**src/rtl/spi_pkg.sv**
```systemverilog
// Shared SPI link constants and the receiver state encoding.
// The transmitter control unit imports the same constants so both ends agree on framing.
package spi_pkg;

  typedef enum logic [1:0] {
    s_IDLE = 2'd0,
    s_RECV = 2'd1,
    s_HOLD = 2'd2
  } spi_rx_state_t;

  localparam int SPI_DATA_W      = 8;
  localparam int SPI_FRAME_LEN   = 5;
  localparam int SPI_ADDR_W      = 3;
  localparam int SPI_SYNC_STAGES = 2;

endpackage

```
**src/rtl/spi_sync_edge.sv**
```systemverilog
// Multi-flop synchronizer for an asynchronous input, followed by rise/fall detection.
// Edges are flagged for exactly one i_clock cycle: the first cycle the synced level differs
// from its previous registered value.
module spi_sync_edge
  import spi_pkg::*;
#(
  parameter int             DW      = 1,
  parameter int             STAGES  = SPI_SYNC_STAGES,
  parameter logic [DW-1:0]  RST_VAL = '0
) (
  input  logic          i_clock,
  input  logic          i_rst_n,
  input  logic [DW-1:0] din,
  output logic [DW-1:0] sync,
  output logic [DW-1:0] rise,
  output logic [DW-1:0] fall
);

  logic [DW-1:0] stage_r [STAGES];
  logic [DW-1:0] prev_r;

  // Synchronizer chain plus one extra register holding the previous synced level.
  always_ff @(posedge i_clock or negedge i_rst_n) begin
    if (!i_rst_n) begin
      for (int i = 0; i < STAGES; i++) begin
        stage_r[i] <= RST_VAL;
      end
      prev_r <= RST_VAL;
    end else begin
      stage_r[0] <= din;
      for (int i = 1; i < STAGES; i++) begin
        stage_r[i] <= stage_r[i-1];
      end
      prev_r <= stage_r[STAGES-1];
    end
  end

  assign sync = stage_r[STAGES-1];
  assign rise = sync & ~prev_r;
  assign fall = ~sync & prev_r;

endmodule

```
**src/rtl/spi_slave_rx.sv**
```systemverilog
// SPI mode-0 slave receiver, MSB first. Each completed word is written to a register file at
// its index within the CS_N-low frame; the frame ends with a done pulse, or an error pulse if
// CS_N rises early. Words after the last index are ignored until CS_N rises.
module spi_slave_rx
  import spi_pkg::*;
#(
  parameter int DATA_W      = SPI_DATA_W,
  parameter int FRAME_LEN   = SPI_FRAME_LEN,
  parameter int ADDR_W      = SPI_ADDR_W,
  parameter int SYNC_STAGES = SPI_SYNC_STAGES
) (
  input  logic              i_clock,
  input  logic              i_rst_n,
  input  logic              i_sclk,
  input  logic              i_mosi,
  input  logic              i_cs_n,
  output logic [DATA_W-1:0] o_wdata,
  output logic [ADDR_W-1:0] o_waddr,
  output logic              o_we,
  output logic              o_frame_done,
  output logic              o_frame_err,
  output logic              o_busy
);

  localparam int                BIT_W     = (DATA_W > 1) ? $clog2(DATA_W) : 1;
  localparam logic [BIT_W-1:0]  BIT_LAST  = BIT_W'(DATA_W - 1);
  localparam logic [ADDR_W-1:0] WORD_LAST = ADDR_W'(FRAME_LEN - 1);

  // Synchronized SPI inputs and their edge flags.
  logic sclk_rise_s;
  logic sclk_sync_unused_s;
  logic sclk_fall_unused_s;
  logic cs_n_sync_s;
  logic cs_rise_s;
  logic cs_fall_s;
  logic [SYNC_STAGES-1:0] mosi_sync_r;
  logic mosi_s;

  // Receiver state and counters.
  spi_rx_state_t     state_r, state_next_s;
  logic [BIT_W-1:0]  bit_cnt_r, bit_cnt_next_s;
  logic [ADDR_W-1:0] word_cnt_r, word_cnt_next_s;
  logic [DATA_W-1:0] shift_r, shift_next_s;

  // Next values of the registered outputs.
  logic [DATA_W-1:0] wdata_next_s;
  logic [ADDR_W-1:0] waddr_next_s;
  logic              we_next_s;
  logic              done_next_s;
  logic              err_next_s;
  logic              busy_next_s;

  spi_sync_edge #(
    .DW      (1),
    .STAGES  (SYNC_STAGES),
    .RST_VAL (1'b0)
  ) u_sclk_sync (
    .i_clock (i_clock),
    .i_rst_n (i_rst_n),
    .din     (i_sclk),
    .sync    (sclk_sync_unused_s),
    .rise    (sclk_rise_s),
    .fall    (sclk_fall_unused_s)
  );

  spi_sync_edge #(
    .DW      (1),
    .STAGES  (SYNC_STAGES),
    .RST_VAL (1'b1)
  ) u_cs_sync (
    .i_clock (i_clock),
    .i_rst_n (i_rst_n),
    .din     (i_cs_n),
    .sync    (cs_n_sync_s),
    .rise    (cs_rise_s),
    .fall    (cs_fall_s)
  );

  // MOSI needs only the level, delayed by the same number of stages as SCLK so they stay aligned.
  always_ff @(posedge i_clock or negedge i_rst_n) begin
    if (!i_rst_n) begin
      mosi_sync_r <= '0;
    end else begin
      mosi_sync_r <= {mosi_sync_r[SYNC_STAGES-2:0], i_mosi};
    end
  end

  assign mosi_s = mosi_sync_r[SYNC_STAGES-1];

  // Next-state, counter, shift and output-strobe logic for the receive FSM.
  always_comb begin
    state_next_s    = state_r;
    bit_cnt_next_s  = bit_cnt_r;
    word_cnt_next_s = word_cnt_r;
    shift_next_s    = shift_r;
    wdata_next_s    = o_wdata;
    waddr_next_s    = o_waddr;
    we_next_s       = 1'b0;
    done_next_s     = 1'b0;
    err_next_s      = 1'b0;

    case (state_r)
      s_IDLE: begin
        if (cs_fall_s) begin
          state_next_s    = s_RECV;
          bit_cnt_next_s  = '0;
          word_cnt_next_s = '0;
          shift_next_s    = '0;
        end else begin
          state_next_s = s_IDLE;
        end
      end

      s_RECV: begin
        if (cs_rise_s) begin
          // Early CS_N release: any partial word is dropped.
          state_next_s = s_IDLE;
          err_next_s   = 1'b1;
        end else if (sclk_rise_s && !cs_n_sync_s) begin
          shift_next_s = {shift_r[DATA_W-2:0], mosi_s};
          if (bit_cnt_r == BIT_LAST) begin
            bit_cnt_next_s = '0;
            we_next_s      = 1'b1;
            wdata_next_s   = {shift_r[DATA_W-2:0], mosi_s};
            waddr_next_s   = word_cnt_r;
            if (word_cnt_r == WORD_LAST) begin
              done_next_s     = 1'b1;
              word_cnt_next_s = '0;
              state_next_s    = s_HOLD;
            end else begin
              word_cnt_next_s = word_cnt_r + ADDR_W'(1);
            end
          end else begin
            bit_cnt_next_s = bit_cnt_r + BIT_W'(1);
          end
        end else begin
          state_next_s = s_RECV;
        end
      end

      s_HOLD: begin
        // Frame already complete: ignore SCLK and CS_N glitches until CS_N rises.
        if (cs_rise_s) begin
          state_next_s = s_IDLE;
        end else begin
          state_next_s = s_HOLD;
        end
      end

      default: begin
        state_next_s = s_IDLE;
      end
    endcase

    busy_next_s = (state_next_s != s_IDLE);
  end

  // State, counters, shift register and all registered outputs.
  always_ff @(posedge i_clock or negedge i_rst_n) begin
    if (!i_rst_n) begin
      state_r      <= s_IDLE;
      bit_cnt_r    <= '0;
      word_cnt_r   <= '0;
      shift_r      <= '0;
      o_wdata      <= '0;
      o_waddr      <= '0;
      o_we         <= 1'b0;
      o_frame_done <= 1'b0;
      o_frame_err  <= 1'b0;
      o_busy       <= 1'b0;
    end else begin
      state_r      <= state_next_s;
      bit_cnt_r    <= bit_cnt_next_s;
      word_cnt_r   <= word_cnt_next_s;
      shift_r      <= shift_next_s;
      o_wdata      <= wdata_next_s;
      o_waddr      <= waddr_next_s;
      o_we         <= we_next_s;
      o_frame_done <= done_next_s;
      o_frame_err  <= err_next_s;
      o_busy       <= busy_next_s;
    end
  end

endmodule

```
**config.mk**
```make
export PLATFORM = sky130hd
export DESIGN_NAME = spi_slave_rx
export DESIGN_NICKNAME = d
export VERILOG_FILES = /design/src/rtl/spi_pkg.sv /design/src/rtl/spi_sync_edge.sv /design/src/rtl/spi_slave_rx.sv
export SDC_FILE = /design/constraint.sdc
export NUM_CORES = 1
export LEC_CHECK = 0
export BUFFER_PORTS_ARGS = -buffer_cell sky130_fd_sc_hd__buf_2
export CORE_ASPECT_RATIO = 0.7
export CORE_UTILIZATION = 25
export CTS_BUF_LIST = sky130_fd_sc_hd__clkbuf_4 sky130_fd_sc_hd__clkbuf_8 sky130_fd_sc_hd__clkbuf_16
export DETAILED_ROUTE_END_ITERATION = 10
export SYNTH_ARGS = -nofsm -noshare
export SYNTH_HDL_FRONTEND = slang
export SYNTH_HIERARCHICAL = 1
export SYNTH_SLANG_ARGS = --single-unit
```
**constraint.sdc**
```tcl
create_clock -name i_clock -period 3.8 [get_ports i_clock]
set_input_delay 0.57 -clock i_clock [delete_from_list [all_inputs] [get_ports i_clock]]
set_output_delay 0.57 -clock i_clock [all_outputs]
set_load 0.02 [all_outputs]
```
==> metrics.md <==
| Metric | Value |
|---|---|
| Result of the run | completed |
| Unrepaired setup endpoints after global routing | false |
| Power Density | 453 mW/mm² |
| Sw frac | 24.8% |
| Vias per inst | 4.11 |
| Pin count of the biggest net entering global routing | 39 |
| Final setup vio count | 0 |
| CP required | 3970 ps |
| Startpoint types | register |
| Number of cells after detailed placement | 210 |
| CTS tree | built |
| Drc violations | 0 |
| IO buf count | 19 |
| Total track usage | 9.27% |
| Clock transition at path regs | 80 ps |
| Critical Path Fanout Max | 13 |
| Finished Cell Area | 0.00183 mm² |
| CP endpoint kind | register |
| Core Box Area | 0.00590 mm² |
| Avg Inst Size Synth | 13.3 µm² |
| DP Area | 0.00174 mm² |
| Detailed placer's ending HPWL | 1770 µm |
| Gr ovfl total | 0 |
| Psw | 206 µW |
| Number of placement rows | 23 |
| Vias in the first global route | 889 |
| Die area | 0.00664 mm² |
| Util after Layout | 31.1% |
| Final WL | 2670 µm |
| Diode count | 0 |
| Setup Buffers After CTS | 0 |
| Drt wl/cell | 12.2 µm |
| Clock buffer depth | 2 |
| Slew Viols, Final | 0 |
| Synthesis-to-finish area growth | 16.3% |
| Worst Clk Skew | 11.9 ps |
| Clock latency on the worst-skew pair | 290 ps |
| CTS root buf | clkbuf_8 |
| Maxcap violations | 0 |
| Syn Nets | 128 |
| Initial antenna violation count | 0 |
| Int Power | 625 µW |
| First-pass GRT wire length | 4530 µm |
| Hold_ws | 355 ps |
| WS Path Type | register to register |
| Clock buffer count from CTS | 5 |
| Sequential Power Share | 54.9% |
| I/O pins | 20 |
| Place WS | 1720 ps |
| Final Wtd Congestion | 0.775 |
| CTS resizes | 0 |
| Starting Density | 26.7% |
| Most frequent cells in the layout | dfrtp_1, buf_2, inv_1, nand2_1, mux2i_1 |
| Commonest non-fill, non-tap cell in the layout | dfrtp_1 |
| PnR Total Power | 831 µW |
| Clk network pwr share | 34.3% |
| Post-route ant nets | 0 |
| Finished Layout Cells | 218 |
| Initial DRC count | 29 |
| Htree depth | 2 |
| First-pass iteration count of the detailed router | 4 |
| Clock tree sinks | 38 |
| Fmax | 0.477 GHz |
| Yosys warns | 6 |
| Hold Path Class | register to register |
| Count of final hold-check violations | 0 |
| Comb pwr share | 10.8% |
| NumNets Final | 151 |
| Post-route clock period utilization | 55.1% |
| Cells after Synth | 119 |
| Die width | 97.0 µm |
| CP arrival | 2270 ps |
| Measured slew at the worst slew-check pin | 844 ps |
| Share of cells above drive strength 1 | 32.2% |
| Die height | 68.5 µm |
| Post-cts hold buffer count | 0 |
| Maximum vdd ir drop | 0.111 mV |
| Leakage power | 0.907 nW |
| Rel. slew slack | 43.8% |
| Post-Syn Area | 0.00158 mm² |
| Crit path time final | 2090 ps |
| Setup TNS | 0 ps |
| Vias | 897 |
| Final worst setup slack | 1710 ps |
-- state kept, by name, indices dropped and copies added, names as in the netlist, 2 cells and up --
register / flops
o_waddr: 3
shift_r: 7
bit_cnt_r: 3
mosi_sync_r: 2
o_wdata: 8
state_r: 2
word_cnt_r: 3
-- cell type report --
cell class	instances	area, µm²
Fill cell	587	4070
Sequential cell	38	955
Multi-Input combinational cell	64	547
Timing Repair Buffer	19	95.1
Tap cell	75	93.8
Clock buffer	8	91.3
Inverter	14	52.6
-- routing by layer --
layer | global-route usage (%) | wire (µm) | up-vias
li1 | - | - | 446
met1 | 12.9 | 1490 | 422
met2 | 11.2 | 960 | 24
met3 | 4.39 | 175 | 5
met4 | 5.60 | 44 | 0
met5 | 0 | 0 | -
-- power by group through the flow --
| stage | combinational (mW) | sequential (mW) | clock, mW |
|---|---|---|---|
| detailed placement | 0.0912 | 0.463 | 0 |
| global route | 0.104 | 0.461 | 0.316 |
| global placement | 0.0921 | 0.463 | 0 |
| finish | 0.0900 | 0.456 | 0.285 |
| floorplan | 0.0646 | 0.462 | 0 |
| CTS | 0.0919 | 0.456 | 0.298 |
-- worst max-delay path: stages (launching register included) --
cell	delay (ps)
dfrtp_1	370
ha_1	160
ha_1	230
and3b_1	240
nand3_2	370
inv_1	240
mux2_2	350
-- path summary, 6_finish.rpt --
path                                                start                  endpoint  slack [ps]  cells past startpoint
setup / recovery                 bit_cnt_r[0]$_DFFE_PN0P_    o_wdata[7]$_DFFE_PN0P_        1710                      6
hold / removal             u_cs_sync/stage_r[1]$_DFF_PN1_  u_cs_sync/sync$_DFF_PN1_         360                      0
setup reg to reg                 bit_cnt_r[0]$_DFFE_PN0P_    o_wdata[7]$_DFFE_PN0P_        1710                      6
hold reg to reg            u_cs_sync/stage_r[1]$_DFF_PN1_  u_cs_sync/sync$_DFF_PN1_         360                      0
max in group asynchronous                         i_rst_n    o_waddr[0]$_DFFE_PN0P_        2890                      1
min in group asynchronous                         i_rst_n    o_wdata[1]$_DFFE_PN0P_         380                      1
(Power assumes the default switching activity.)
